File: config.mk
export PLATFORM = sky130hd
export DESIGN_NAME = atmega_spi_s
export DESIGN_NICKNAME = d
export VERILOG_FILES = /design/src/rtl/atmega_spi_s.sv
export SDC_FILE = /design/constraint.sdc
export NUM_CORES = 1
export LEC_CHECK = 0
export BUFFER_PORTS_ARGS = -buffer_cell sky130_fd_sc_hd__clkbuf_2
export CORE_UTILIZATION = 50
export DETAILED_ROUTE_END_ITERATION = 16
export HOLD_SLACK_MARGIN = 0.02
export PLACE_DENSITY = 0.7
export REMOVE_ABC_BUFFERS = 1
export SETUP_SLACK_MARGIN = 0.4
export SYNTH_ARGS = -nofsm -noshare
export SYNTH_HDL_FRONTEND = slang
export SYNTH_SLANG_ARGS = --single-unit
File: constraint.sdc
create_clock -name clk -period 4 [get_ports clk]
set_input_delay 1.2 -clock clk [delete_from_list [all_inputs] [get_ports clk]]
set_output_delay 1.2 -clock clk [all_outputs]
set_load 0.02 [all_outputs]
File: src/rtl/atmega_spi_s.sv
// atmega_spi_s: ATmega-compatible SPI slave on the 8-bit I/O register bus (SPCR/SPSR/SPDR).
// Optional build macro ATMEGA_SPI_S_OVR_EN: keep the unread byte and flag SPSR.OVR on overrun.
module atmega_spi_s #(
    parameter int unsigned                  BUS_ADDR_DATA_LEN = 8,
    parameter logic [BUS_ADDR_DATA_LEN-1:0] SPCR_ADDR         = 8'h20,
    parameter logic [BUS_ADDR_DATA_LEN-1:0] SPSR_ADDR         = 8'h21,
    parameter logic [BUS_ADDR_DATA_LEN-1:0] SPDR_ADDR         = 8'h22
) (
    input  logic                         clk,
    input  logic                         rst,
    input  logic [BUS_ADDR_DATA_LEN-1:0] addr_dat,
    input  logic                         wr_dat,
    input  logic                         rd_dat,
    input  logic [7:0]                   bus_dat_in,
    output logic [7:0]                   bus_dat_out,
    output logic                         int_out,
    input  logic                         int_rst,
    output logic                         io_connect,
    output logic                         io_conn_slave,
    input  logic                         sck,
    input  logic                         ss_n,
    input  logic                         mosi,
    output logic                         miso,
    output logic                         miso_oe
);

    logic [7:0] spcr_r;
    logic       spi2x_r;
    logic       spif_r;
    logic       wcol_r;
    logic       ovr_r;
    logic [7:0] rd_buf_r;
    logic [7:0] tx_buf_r;
    logic [7:0] tx_shift_r;
    logic [7:0] rx_shift_r;
    logic [2:0] bit_cnt_r;

    logic sck_s1_r, sck_s2_r, sck_s3_r;
    logic ss_n_s1_r, ss_n_s2_r, ss_n_s3_r;
    logic mosi_s1_r, mosi_s2_r;

    logic       spie_s, spe_s, dord_s, mstr_s, cpol_s, cpha_s;
    logic       active_s, sel_s, ss_fall_s;
    logic       sck_rise_s, sck_fall_s, lead_s, trail_s;
    logic       sample_s, shift_s, done_s;
    logic       spdr_wr_s, wr_ok_s, wr_acc_s, clear_s;
    logic [7:0] rx_next_s, tx_shifted_s;

    assign spie_s = spcr_r[7];
    assign spe_s  = spcr_r[6];
    assign dord_s = spcr_r[5];
    assign mstr_s = spcr_r[4];
    assign cpol_s = spcr_r[3];
    assign cpha_s = spcr_r[2];

    assign active_s      = spe_s & ~mstr_s;
    assign sel_s         = active_s & ~ss_n_s2_r;
    assign ss_fall_s     = sel_s & ss_n_s3_r;
    assign io_connect    = spe_s;
    assign io_conn_slave = ~mstr_s;
    assign int_out       = spif_r & spie_s;
    assign miso_oe       = sel_s;

    // Edge classification relative to the idle clock polarity and the capture phase
    always_comb begin
        sck_rise_s = sck_s2_r & ~sck_s3_r;
        sck_fall_s = ~sck_s2_r & sck_s3_r;
        lead_s     = cpol_s ? sck_fall_s : sck_rise_s;
        trail_s    = cpol_s ? sck_rise_s : sck_fall_s;
        sample_s   = sel_s & ~ss_fall_s & (cpha_s ? trail_s : lead_s);
        shift_s    = sel_s & ~ss_fall_s & (cpha_s ? lead_s : trail_s);
        done_s     = sample_s & (bit_cnt_r == 3'd7);
    end

    // Shift datapaths for both bit orders
    always_comb begin
        if (dord_s) begin
            rx_next_s    = {mosi_s2_r, rx_shift_r[7:1]};
            tx_shifted_s = {1'b0, tx_shift_r[7:1]};
            miso         = sel_s ? tx_shift_r[0] : 1'b1;
        end else begin
            rx_next_s    = {rx_shift_r[6:0], mosi_s2_r};
            tx_shifted_s = {tx_shift_r[6:0], 1'b0};
            miso         = sel_s ? tx_shift_r[7] : 1'b1;
        end
    end

    // An SPDR write is only safe between bytes, before the master starts clocking
    always_comb begin
        spdr_wr_s = wr_dat & (addr_dat == SPDR_ADDR);
        wr_ok_s   = ~sel_s | ss_fall_s | ((bit_cnt_r == 3'd0) & ~sample_s & ~shift_s);
        wr_acc_s  = spdr_wr_s & wr_ok_s;
        clear_s   = int_rst | (rd_dat & (addr_dat == SPSR_ADDR));
    end

    // Bus read mux
    always_comb begin
        bus_dat_out = 8'h00;
        if (rd_dat) begin
            case (addr_dat)
                SPCR_ADDR: bus_dat_out = spcr_r;
                SPSR_ADDR: bus_dat_out = {spif_r, wcol_r, 4'b0000, ovr_r, spi2x_r};
                SPDR_ADDR: bus_dat_out = rd_buf_r;
                default:   bus_dat_out = 8'h00;
            endcase
        end else begin
            bus_dat_out = 8'h00;
        end
    end

    // Pin synchronisers; ss_n idles high so a reset never looks like a select
    always_ff @(posedge clk or negedge rst) begin
        if (!rst) begin
            sck_s1_r  <= 1'b0;
            sck_s2_r  <= 1'b0;
            sck_s3_r  <= 1'b0;
            ss_n_s1_r <= 1'b1;
            ss_n_s2_r <= 1'b1;
            ss_n_s3_r <= 1'b1;
            mosi_s1_r <= 1'b0;
            mosi_s2_r <= 1'b0;
        end else begin
            sck_s1_r  <= sck;
            sck_s2_r  <= sck_s1_r;
            sck_s3_r  <= sck_s2_r;
            ss_n_s1_r <= ss_n;
            ss_n_s2_r <= ss_n_s1_r;
            ss_n_s3_r <= ss_n_s2_r;
            mosi_s1_r <= mosi;
            mosi_s2_r <= mosi_s1_r;
        end
    end

    // Serial engine; the shift edge at bit_cnt 0 is the byte's first and never shifts
    always_ff @(posedge clk or negedge rst) begin
        if (!rst) begin
            tx_shift_r <= 8'h00;
            rx_shift_r <= 8'h00;
            bit_cnt_r  <= 3'd0;
        end else if (!sel_s) begin
            bit_cnt_r <= 3'd0;
            if (wr_acc_s) tx_shift_r <= bus_dat_in;
        end else if (ss_fall_s) begin
            bit_cnt_r  <= 3'd0;
            tx_shift_r <= wr_acc_s ? bus_dat_in : tx_buf_r;
        end else if (sample_s) begin
            rx_shift_r <= rx_next_s;
            if (bit_cnt_r == 3'd7) begin
                bit_cnt_r  <= 3'd0;
                tx_shift_r <= tx_buf_r;
            end else begin
                bit_cnt_r <= bit_cnt_r + 3'd1;
            end
        end else if (shift_s) begin
            if (bit_cnt_r != 3'd0) tx_shift_r <= tx_shifted_s;
        end else if (wr_acc_s) begin
            tx_shift_r <= bus_dat_in;
        end
    end

    // Register file and status flags; byte completion outranks clearing, clearing outranks writes
    always_ff @(posedge clk or negedge rst) begin
        if (!rst) begin
            spcr_r   <= 8'h00;
            spi2x_r  <= 1'b0;
            spif_r   <= 1'b0;
            wcol_r   <= 1'b0;
            ovr_r    <= 1'b0;
            rd_buf_r <= 8'h00;
            tx_buf_r <= 8'h00;
        end else begin
            if (wr_dat && (addr_dat == SPCR_ADDR)) spcr_r <= bus_dat_in;
            if (wr_dat && (addr_dat == SPSR_ADDR)) spi2x_r <= bus_dat_in[0];
            if (wr_acc_s) tx_buf_r <= bus_dat_in;

            if (done_s) spif_r <= 1'b1;
            else if (clear_s) spif_r <= 1'b0;

            if (clear_s) wcol_r <= 1'b0;
            else if (spdr_wr_s && !wr_ok_s) wcol_r <= 1'b1;
`ifdef ATMEGA_SPI_S_OVR_EN
            if (done_s && !spif_r) rd_buf_r <= rx_next_s;
            if (done_s && spif_r) ovr_r <= 1'b1;
            else if (clear_s) ovr_r <= 1'b0;
`else
            if (done_s) rd_buf_r <= rx_next_s;
            ovr_r <= 1'b0;
`endif
        end
    end

endmodule

Yosys cells after proc, flatten, opt, wreduce, memory -nomap -nowiden

Cells that the tools add are included.

Bitwise operators: 26
Add/subtract/negate cells: 1
Reductions and logical operators: 10
Eq/ne operators: 7
Mux-type cells: 27

Operator list:

| kind                  | count |
|---|---|
| $mux W8               | 11 |
| $eq A8 B6 Y1 const B  | 3 |
| $pmux W8 S3           | 1 |
| $and A1 B1 Y1         | 15 |
| $mux W3               | 4 |
| $mux W1               | 11 |
| $not A1 Y1            | 8 |
| $ne A5 B4 Y1 const B  | 1 |
| $ne A4 B3 Y1 const B  | 1 |
| $reduce_bool A2 Y1    | 2 |
| $add A3 B1 Y3 const B | 1 |
| $eq A3 B3 Y1 const B  | 1 |
| $logic_and A1 B1 Y1   | 3 |
| $logic_not A3 Y1      | 1 |
| $ne A3 B1 Y1 const B  | 1 |
| $or A1 B1 Y1          | 3 |
| $reduce_and A3 Y1     | 1 |
| $reduce_bool A3 Y1    | 1 |
| $reduce_and A2 Y1     | 1 |
| $logic_not A1 Y1      | 1 |

Bits of input ports: 24
Logic and storage cells: 88
Bits in registers: 54
Output and inout bits: 13

Longest topological paths before layout

Gate-level depths: netlist of the first run.

Depth after elaboration: 17
Mapped depth: 9
Depth with buffers taken out: 8

Worst setup path after synthesis of the first run

Ideal clock, no wire load.

Path type: input -> output
From: input port addr_dat[4]
To: output port bus_dat_out[1]
Setup slack: 28 ps
Data required time: 2,800 ps
Cell stages on the path: 5
Arrival: 2,772 ps
Path buffers: 0
Cell sequence: or4b_1 -> nor3_1 -> nand2_1 -> or2_1 -> nor2_1

Longest elaborated chain between the ends: 3
Elaborated cells between the ends (all ways): 5
Those cells by class: 3 x eq/ne; 2 x mux

Ends and longest elaborated chain:

| item            | RTL line | source |
|---|---|---|
| start, declared | 11       | `input logic [BUS_ADDR_DATA_LEN-1:0] addr_dat,` |
| $eq A8 B6 Y1    | 100      | `case (addr_dat)` |
| $pmux W8 S3 *   | 100      |  |
| $mux W8 *       | 99       | `if (rd_dat) begin` |
| end, declared   | 15       | `output logic [7:0] bus_dat_out,` |

Every way passes the cells marked *; elsewhere a longest branch is shown, timed or not.

Worst setup path in the final report of the first run

From: input port addr_dat[4]
To: output port bus_dat_out[4]

The elaborated chain is that of the path after synthesis.

==> flow_summary.toml, run 1 <==
[global_routing]
grt_pass1_vias = 2349
grt_pass1_wl_mm = 11.5
track_usage_pct = 24.1
overflow = 0
grt_antenna_before_repair = 0
grt_max_degree = 39

[sta]
fin_worst_hold_slack_ps = 362
hold_viol = 0
slew_headroom_pct = 45.2
setup-tns-final_ps = 0
setup_viol = 0
fin_crit_sh_pct = 95.8
fmax_ghz = 0.261
tightest_slew_ps = 799
fin_worst_skew_ps = 9.01
rsz0062_at_grt = "yes"
maxSlewViolCount = 0
fin_crit_ps = 3830

[clocking]
cts_tree = "done"
root_buffer = "clkbuf_8"
cts-buffers-inserted = 5
cts.reportedPaths.clkPinSlew_ps = 90
cts_max_path_buffers = 2
cts.sinks = 54
htreeDepth = 2
insertion_delay_ps = 310
postCtsHoldBufs = 0

[logic_synthesis]
ys_async_sr_fraction_pct = 100
ys.flop_type = "dfrtp_1"
yosys.area_share.simple_pct = 18.4
synth_top_cells_by_count = "dfrtp_1, nand2_1, mux2i_1, nor2_1, a21oi_1"
synth_compound_area_share_pct = 14.8
synth_top_area_share_pct = 42.9
synth.avg_cell_area_um2 = 9.68
synth_top_cell_by_area = "dfrtp_1"
synth_top_family_by_area = "simple AND/OR/NAND/NOR gates"
synth_fa_ha_area_share_pct = 1.26
yosysSeqAreaShare_pct = 45.6
yosys_warnings = 0
synth_edf_count = 0
yosysMostFrequentCell = "dfrtp_1"
postSynthCellCount = 307
synth.cell_area_um2 = 2970
yosysUniqueCellTypes = 49
synth_xor_area_share_pct = 0.589
yosys_register_bits = 54
synth.area.mux_share_pct = 16.5
synth_area_leaders = "dfrtp_1, mux2i_1, nand2_1, mux2_2, nor2_1"

[min_path]
min_path_type = "flip-flop to flip-flop"

[pwr]
p_leak_nw = 1.58
ir_drop_mv = 0.170
finalPower_mw = 1.07
power.density_nw_per_um2 = 307

[critical_path]
crit_chain = "clkbuf_2 -> or4b_4 -> nor3_4 -> nand2_2 -> or2_4 -> nor2_2 -> buf_6"
cp.buffers_inverters = 2
start_kind = "input port"
crit_family = "simple AND/OR/NAND/NOR gates"
worstPathRequired_ps = 2800
critical_path.max_stage_delay_ps = 550
cpMaxStageDelayCell = "or4b_4"
critPathMaxFanout = 5
end_kind = "primary output"
ff2ff_setup_slack_ps = 1130
crit_arrival_ps = 2630
path_class = "input port to primary output"

[floorplanning]
num_rows = 27
initial_core_util_pct = 53.0
fp.dieW_um = 79.1
die_y_um = 79.1
core-area_um2 = 5610
die_area_um2 = 6260
pin_count = 37

[place]
place_hpwl_mm = 4.99
io_buffers = 36
place_congestion = 0.897

[detailed_routing]
wl_per_cell_um = 16.6
wl_mm = 7.01
vias = 2478
antenna_left = 0
dr.first_iter.drc_count = 262
dr.pass1.iters = 5
viasPerCell = 5.87
drc = 0

[finish]
fin_util_pct = 61.8
nFillCells = 493
num_antenna_cells = 0
drive_gt1_share_pct = 24.6
area_growth_pct = 16.6
fin_nets = 376

[status]
outcome = "finished, final reports clean"

[run]
maxCapViolations = 0
-- routing by layer --
| metal | track usage (%) | up-vias | wire, µm |
|---|---|---|---|
| met5 | 0 | - | 0 |
| met4 | 8.36 | 0 | 135 |
| met3 | 4.83 | 13 | 421 |
| met2 | 36.7 | 89 | 3280 |
| met1 | 34.1 | 1197 | 3180 |
| li1 | - | 1179 | - |
-- cells by family (layout without fill, tap and decap cells) --
kind of cell,Yosys count,in the layout
AND/OR/NAND/NOR,116,116
AO/OA/AOI/OAI,67,67
flip-flops,54,54
multiplexers,47,47
buffers and inverters,18,61
adder cells (fa/ha/maj),3,3
XOR/XNOR,2,2
-- path summary, 6_finish.rpt --
path                            depth (start not counted)                start                 endpoint
worst max-delay path                                    7          addr_dat[4]           bus_dat_out[4]
worst min-delay path                                    0   sck_s1_r$_DFF_PN0_       sck_s2_r$_DFF_PN0_
worst max register to register                          5  ss_n_s3_r$_DFF_PN1_  rd_buf_r[4]$_DFFE_PN0P_
worst min register to register                          0   sck_s1_r$_DFF_PN0_       sck_s2_r$_DFF_PN0_
max in group asynchronous                               2                  rst      ss_n_s2_r$_DFF_PN1_
min in group asynchronous                               1                  rst    tx_buf_r[3]$_DFF_PN0_
-- power breakdown --
| part | internal, mW | leakage [nW] | switching [mW] | total [mW] |
|---|---|---|---|---|
| combinational | 0.0481 | 0.807 | 0.0616 | 0.110 |
| clock | 0.188 | 0.0554 | 0.179 | 0.368 |
| sequential | 0.566 | 0.719 | 0.0219 | 0.588 |
| total | 0.802 | 1.58 | 0.263 | 1.07 |
-- registers in the layout (all words and copies together) (netlist names) --
register	flops
tx_shift_r	8
spif_r	1
ss_n_s3_r	1
rd_buf_r	8
mosi_s1_r	1
sck_s3_r	1
tx_buf_r	8
bit_cnt_r	3
spi2x_r	1
mosi_s2_r	1
ss_n_s1_r	1
spcr_r	8
rx_shift_r	8
sck_s2_r	1
ss_n_s2_r	1
wcol_r	1
sck_s1_r	1
-- layout make-up --
cell class                      instances  area [µm²]  area share [%]
Inverter                                6        22.5           0.650
Multi-Input combinational cell        235        1580            45.7
Sequential cell                        54        1360            39.1
Clock inverter                          2        38.8            1.12
Clock buffer                            6        72.6            2.09
Timing Repair Buffer                   47         302            8.70
Tap cell                               72        90.1            2.60
-- through the flow --
| stage | setup slack [ps] | cells | cell area, µm² |
|---|---|---|---|
| after floorplan | 27.9 | 295 | 2910 |
| after CTS | 143 | 422 | 3420 |
| final | 168 | 422 | 3460 |
| after global routing | 126 | 422 | 3460 |
| after detailed placement | 4.93 | 412 | 3250 |
| after global placement | 43.6 | 412 | 3250 |
-- what timing repair did --
action | CTS | global route
gates resized for setup | 14 | 21
pin swaps | 5 | 1
endpoints found under the hold margin | 0 | 0
buffers inserted | 2 | 0
endpoints found under the setup margin | 8 | 8
-- cell usage in the layout, fill, tap and decap left out, types with 4 or more instances in the layout --
master    netlist  final
dfrtp_1        51     51
nand2_1        49     48
mux2i_1        34     34
clkbuf_2        0     28
nor2_1         32     26
a21oi_1        21     21
o21ai_0        14     14
buf_4           0     14
mux2_2         12     12
inv_1           6      6
nor2b_1         5      5
a22oi_1         5      5
clkbuf_8        0      5
buf_6           2      5
nor2_2          1      4
and2_1          4      4
a221o_1         4      4
Power figures use the tool's default switching activity.
==> inputs of run 2 (changes only) <==
Settings changed: CORE_UTILIZATION 50 to 55, PLACE_DENSITY 0.7 to 0.76.
==> run 2 against run 1 <==
Effect of this change: worst setup slack lost 17 ps; fmax shrank 0.45%; sequential power is essentially flat; global-route usage grew 2.2 points; via count grew 5.4%; clock power shrank 11%; core utilization grew 8.3 points; critical path depth is the same; final area grew 4.0%; critical path type unchanged.
==> flow_summary.toml, run 2 (synthesis gave the netlist of run 1 again) <==
[pwr]
power.density_nw_per_um2 = 286
p_sw_uw = 285
combPwrFrac_pct = 11.1
sw_frac_of_total_pct = 27.6
p_clk_share_pct = 31.8
ir_drop_mv = 0.291
intPower_uw = 747
p_seq_share_pct = 57.1
p_leak_nw = 1.67

[place]
place_congestion = 0.890
dp_cells = 410
place_hpwl_mm = 4.99
io_buffers = 36

[clocking]
cts_tree = "done"
cts-buffers-inserted = 5
cts_max_path_buffers = 2
postCtsHoldBufs = 0
root_buffer = "clkbuf_8"
cts.reportedPaths.clkPinSlew_ps = 100
insertion_delay_ps = 320
cts.sinks = 54
htreeDepth = 2

[sta]
setup_viol = 0
setup-tns-final_ps = 0
rsz0062_at_grt = "yes"
hold_viol = 0
tightest_slew_ps = 1060
fmax_ghz = 0.260
fin_worst_skew_ps = 10.2
fin_crit_ps = 3850
fin_crit_sh_pct = 96.2
maxSlewViolCount = 0
slew_headroom_pct = 29.5

[global_routing]
grt_pass1_wl_mm = 11.0
grt_pass1_vias = 2242
grt_max_degree = 43
track_usage_pct = 26.3
grt_antenna_before_repair = 0
overflow = 0

[detailed_routing]
dr.first_iter.drc_count = 192
antenna_left = 0
vias = 2611
wl_per_cell_um = 17.4
viasPerCell = 6.04
wl_mm = 7.53
drc = 0
dr.pass1.iters = 5

[finish]
finalNonFillerCells = 432
final_cell_mix = "dfrtp_1, nand2_1, mux2i_1"
fin_nets = 388
nFillCells = 387
drive_gt1_share_pct = 27.9
area_growth_pct = 21.3
num_antenna_cells = 0
final_common_cell = "dfrtp_1"

[run]
maxCapViolations = 0

[floorplanning]
core-area_um2 = 5140
die_y_um = 75.5
initial_core_util_pct = 57.8
num_rows = 26
pin_count = 37
fp.dieW_um = 75.5
die_area_um2 = 5700

[min_path]
holdPathEnd = "sck_s2_r$_DFF_PN0_"
min_path_type = "flip-flop to flip-flop"
holdPathStages = 0
hold_start = "sck_s1_r$_DFF_PN0_"

[critical_path]
worstPathRequired_ps = 2800
crit_arrival_ps = 2650
rr_endpoint = "tx_shift_r[2]$_DFFE_PN0P_"
rr_startpoint = "spcr_r[4]$_DFFE_PN0P_"
end_kind = "primary output"
critPathMaxFanout = 5
reg2reg_depth = 7
path_class = "input port to primary output"
ff2ff_setup_slack_ps = 1110
start_kind = "input port"

[status]
outcome = "finished, final reports clean"
[run 2: layer usage]
layer	part of all wire (%)	global-route usage, %
met3	5.7	5.03
met2	47	38.9
met5	0	0
met4	3.3	11.1
met1	44	37.9
[run 2: power groups by stage]
stage	logic, mW	clock network, mW	registers (mW)
detailed placement	0.107	0	0.598
CTS	0.110	0.335	0.588
global placement	0.104	0	0.597
finish	0.115	0.328	0.589
floorplan	0.0593	0	0.593
global route	0.124	0.360	0.591
[run 2: how the worst max path moves through the flow]
stage                     start        endpoint  slack, ps  cells past startpoint
global route        addr_dat[6]  bus_dat_out[2]         70                      7
CTS                 addr_dat[4]  bus_dat_out[4]        110                      7
floorplan           addr_dat[4]  bus_dat_out[1]         30                      5
detailed placement  addr_dat[4]  bus_dat_out[4]         20                      7
finish              addr_dat[6]  bus_dat_out[4]        150                      7
global placement    addr_dat[4]  bus_dat_out[5]        120                      7
[run 2: timing repair]
action / in CTS / in global routing
pin swaps: 5 / 12
resized for setup: 13 / 37
gates cloned: 0 / 0
setup buffers: 11 / 3
endpoints found under the setup margin: 8 / 20
endpoints found under the hold margin: 0 / 0
[run 2: stage by stage]
| stage | cell area [µm²] | worst slack, ps | utilization (%) | total power [mW] | hold slack (ps) |
|---|---|---|---|---|---|
| 5_1_grt | 3600 | 72.9 | 70.1 | 1.08 | 365 |
| 4_1_cts | 3470 | 112 | 67.5 | 1.03 | 362 |
| 3_3_place_gp | 3250 | 119 | 63.2 | 0.701 | 334 |
| 6_report | 3600 | 151 | 70.1 | 1.03 | 359 |
| 2_1_floorplan | 2910 | 27.9 | - | 0.652 | 331 |
| 3_5_place_dp | 3250 | 18.6 | 63.2 | 0.705 | 337 |
[run 2: cell type report]
cell class | count | area [µm²] | share of cell area [%]
Tap cell | 70 | 87.6 | 2.43
Multi-Input combinational cell | 235 | 1620 | 45.0
Timing Repair Buffer | 59 | 418 | 11.6
Clock buffer | 5 | 68.8 | 1.91
Sequential cell | 54 | 1360 | 37.6
Clock inverter | 3 | 28.8 | 0.799
Inverter | 6 | 22.5 | 0.625
[run 2: worst max-delay path, cell delays in order]
cell,delay (ps)
clkbuf_2,80
or4b_4,540
nor3_4,150
nand2_2,110
or2_4,330
nor2_4,120
buf_8,120
==> inputs of run 3 (changes only) <==
Settings changed: ABC_AREA set to 1.
==> run 3 against run 2 <==
Effect of this change: sequential power rose by 10%; synthesized cell count rose by 30%; total power rose by 13%; die area rose by 1.7%; clock power fell by 7.9%; final area fell by 4.3%; sequential cell count did not move; first-iteration DRC count fell by 2.1%.
==> flow_summary.toml, run 3 <==
[clocking]
cts_tree = "done"
cts.sinks = 54
cts.reportedPaths.clkPinSlew_ps = 90
root_buffer = "clkbuf_8"
postCtsHoldBufs = 0
insertion_delay_ps = 310
htreeDepth = 2
cts_max_path_buffers = 2
cts-buffers-inserted = 5

[critical_path]
end_kind = "primary output"
path_class = "input port to primary output"
worstPathRequired_ps = 2800
start_kind = "input port"
critPathMaxFanout = 7
crit_arrival_ps = 2360

[global_routing]
track_usage_pct = 25.9
gr-usage-met1_pct = 35.9
grt_max_degree = 30
grt_pass1_vias = 2578
overflow = 0
top_usage_layer = "met2"
grt_antenna_before_repair = 0
grtUsageMet2_pct = 41.2
grt_pass1_wl_mm = 12.0
grt_use_met3_pct = 4.55

[pwr]
power.density_nw_per_um2 = 338
p_leak_nw = 1.88
finalPower_mw = 1.17
ir_drop_mv = 0.239

[sta]
fin_crit_ps = 3560
slew_headroom_pct = 49.5
maxSlewViolCount = 0
fin_worst_skew_ps = 13.8
setup_viol = 0
rsz0062_at_grt = "yes"
hold_viol = 0
tightest_slew_ps = 757
fmax_ghz = 0.281
fin_crit_sh_pct = 89.1
setup-tns-final_ps = 0

[logic_synthesis]
synth_top_cells_by_count = "nand2_1, inv_1, dfrtp_1, nor2_1, o21ai_0"
yosysSeqAreaShare_pct = 44.8
yosys.area_share.simple_pct = 32.4
synth.cell_area_um2 = 3020
yosysUniqueCellTypes = 31
synth.area.mux_share_pct = 0.745
ys.flop_type = "dfrtp_1"
synth_compound_area_share_pct = 12.2
synth_top_cell_by_area = "dfrtp_1"
postSynthCellCount = 400
synth_top_area_share_pct = 42.2
synth_xor_area_share_pct = 0
ys_async_sr_fraction_pct = 100
yosys_warnings = 0
yosysMostFrequentCell = "nand2_1"
yosys_register_bits = 54
synth_top_family_by_area = "simple AND/OR/NAND/NOR gates"
synth_edf_count = 0
synth.avg_cell_area_um2 = 7.56
synth_area_leaders = "dfrtp_1, nand2_1, inv_1, o21ai_0, nor2_1"
synth_fa_ha_area_share_pct = 1.24

[min_path]
min_path_type = "flip-flop to flip-flop"

[detailed_routing]
antenna_left = 0
viasPerCell = 5.28
vias = 2700
wl_mm = 6.84
dr.pass1.iters = 4
wl_per_cell_um = 13.4
dr.first_iter.drc_count = 188
drc = 0

[finish]
fin_nets = 467
area_growth_pct = 14.1
final_cell_mix = "nand2_1, dfrtp_1, inv_1"
num_antenna_cells = 0
drive_gt1_share_pct = 21.1
final_common_cell = "nand2_1"

[place]
place_congestion = 0.925
io_buffers = 36
place_hpwl_mm = 5.05

[floorplanning]
pin_count = 37
num_rows = 26
core-area_um2 = 5200
fp.dieW_um = 76.2
die_area_um2 = 5800
die_y_um = 76.2
initial_core_util_pct = 58.1

[run]
maxCapViolations = 0

[status]
outcome = "finished, final reports clean"
-- run 3: cell types whose count changed in the layout (fill, tap and decap cells not counted), sizes merged, moves of 6 or more --
cell	previous run	this run
nand3	3	22
buf	31	11
nand4	2	8
mux2i	34	0
nor2	33	40
nand2	49	134
inv	8	58
nor2b	6	0
o21ai	14	38
mux2	13	2
-- run 3: where the power goes --
part	switching, mW	internal, mW	total, mW
Clock	0.178	0.124	0.302
Combinational	0.127	0.0869	0.214
Sequential	0.0543	0.595	0.649
Total	0.360	0.806	1.17
-- run 3: per-stage QoR --
step                utilization (%)  setup WS (ps)  std cells  hold WS [ps]  area, µm²
finish                         66.3            436        511           353       3450
global route                   66.3            361        511           366       3450
CTS                            64.9            389        509           357       3380
detailed placement             62.5            272        499           336       3250
global placement               62.5            312        499           332       3250
floorplan                         -            605        392           331       2980
-- run 3: cell families (layout without fill, tap and decap cells) --
logic type	count (synthesis)	in the layout
AND/OR/NAND/NOR	207	207
AO/OA/AOI/OAI	68	68
buffers and inverters	66	107
flip-flops	54	54
adder cells (fa/ha/maj)	3	3
multiplexers	2	2
-- run 3: layout make-up --
type | count | area, µm²
Clock inverter | 2 | 13.8
Clock buffer | 6 | 72.6
Fill cell | 456 | 1760
Timing Repair Buffer | 41 | 255
Tap cell | 70 | 87.6
Inverter | 58 | 223
Sequential cell | 54 | 1360
Multi-Input combinational cell | 280 | 1440
-- run 3: what timing repair did --
item,in CTS,in global routing
pin swaps,1,8
endpoints found under the setup margin,4,8
gates resized for setup,3,25
buffers inserted,2,2
gates cloned,0,0
-- run 3: metal layers --
metal,part of all wire [%],up-vias,routed length (µm)
li1,-,1349,-
met1,46,1251,3130
met2,47,89,3240
met3,5.1,11,352
met4,1.8,0,124
met5,0,-,0
-- run 3: path summary, 6_finish.rpt --
check	from	to	slack, ps	depth (start not counted)
min in group asynchronous	rst	rx_shift_r[0]$_DFFE_PN0P_	950	1
max in group asynchronous	rst	ss_n_s2_r$_DFF_PN1_	2170	2
worst min-delay path	mosi_s1_r$_DFF_PN0_	mosi_s2_r$_DFF_PN0_	350	0
worst max-delay path	addr_dat[3]	bus_dat_out[2]	440	9
worst min register to register	mosi_s1_r$_DFF_PN0_	mosi_s2_r$_DFF_PN0_	350	0
worst max register to register	spcr_r[4]$_DFFE_PN0P_	rd_buf_r[3]$_DFFE_PN0P_	1550	10
-- run 3: worst max-delay path, cell delays in order --
cell,delay [ps]
buf_6,90
inv_4,50
nand2_4,60
nor3_4,280
nand2_4,150
a31oi_4,240
nand2_1,80
inv_1,80
buf_6,120
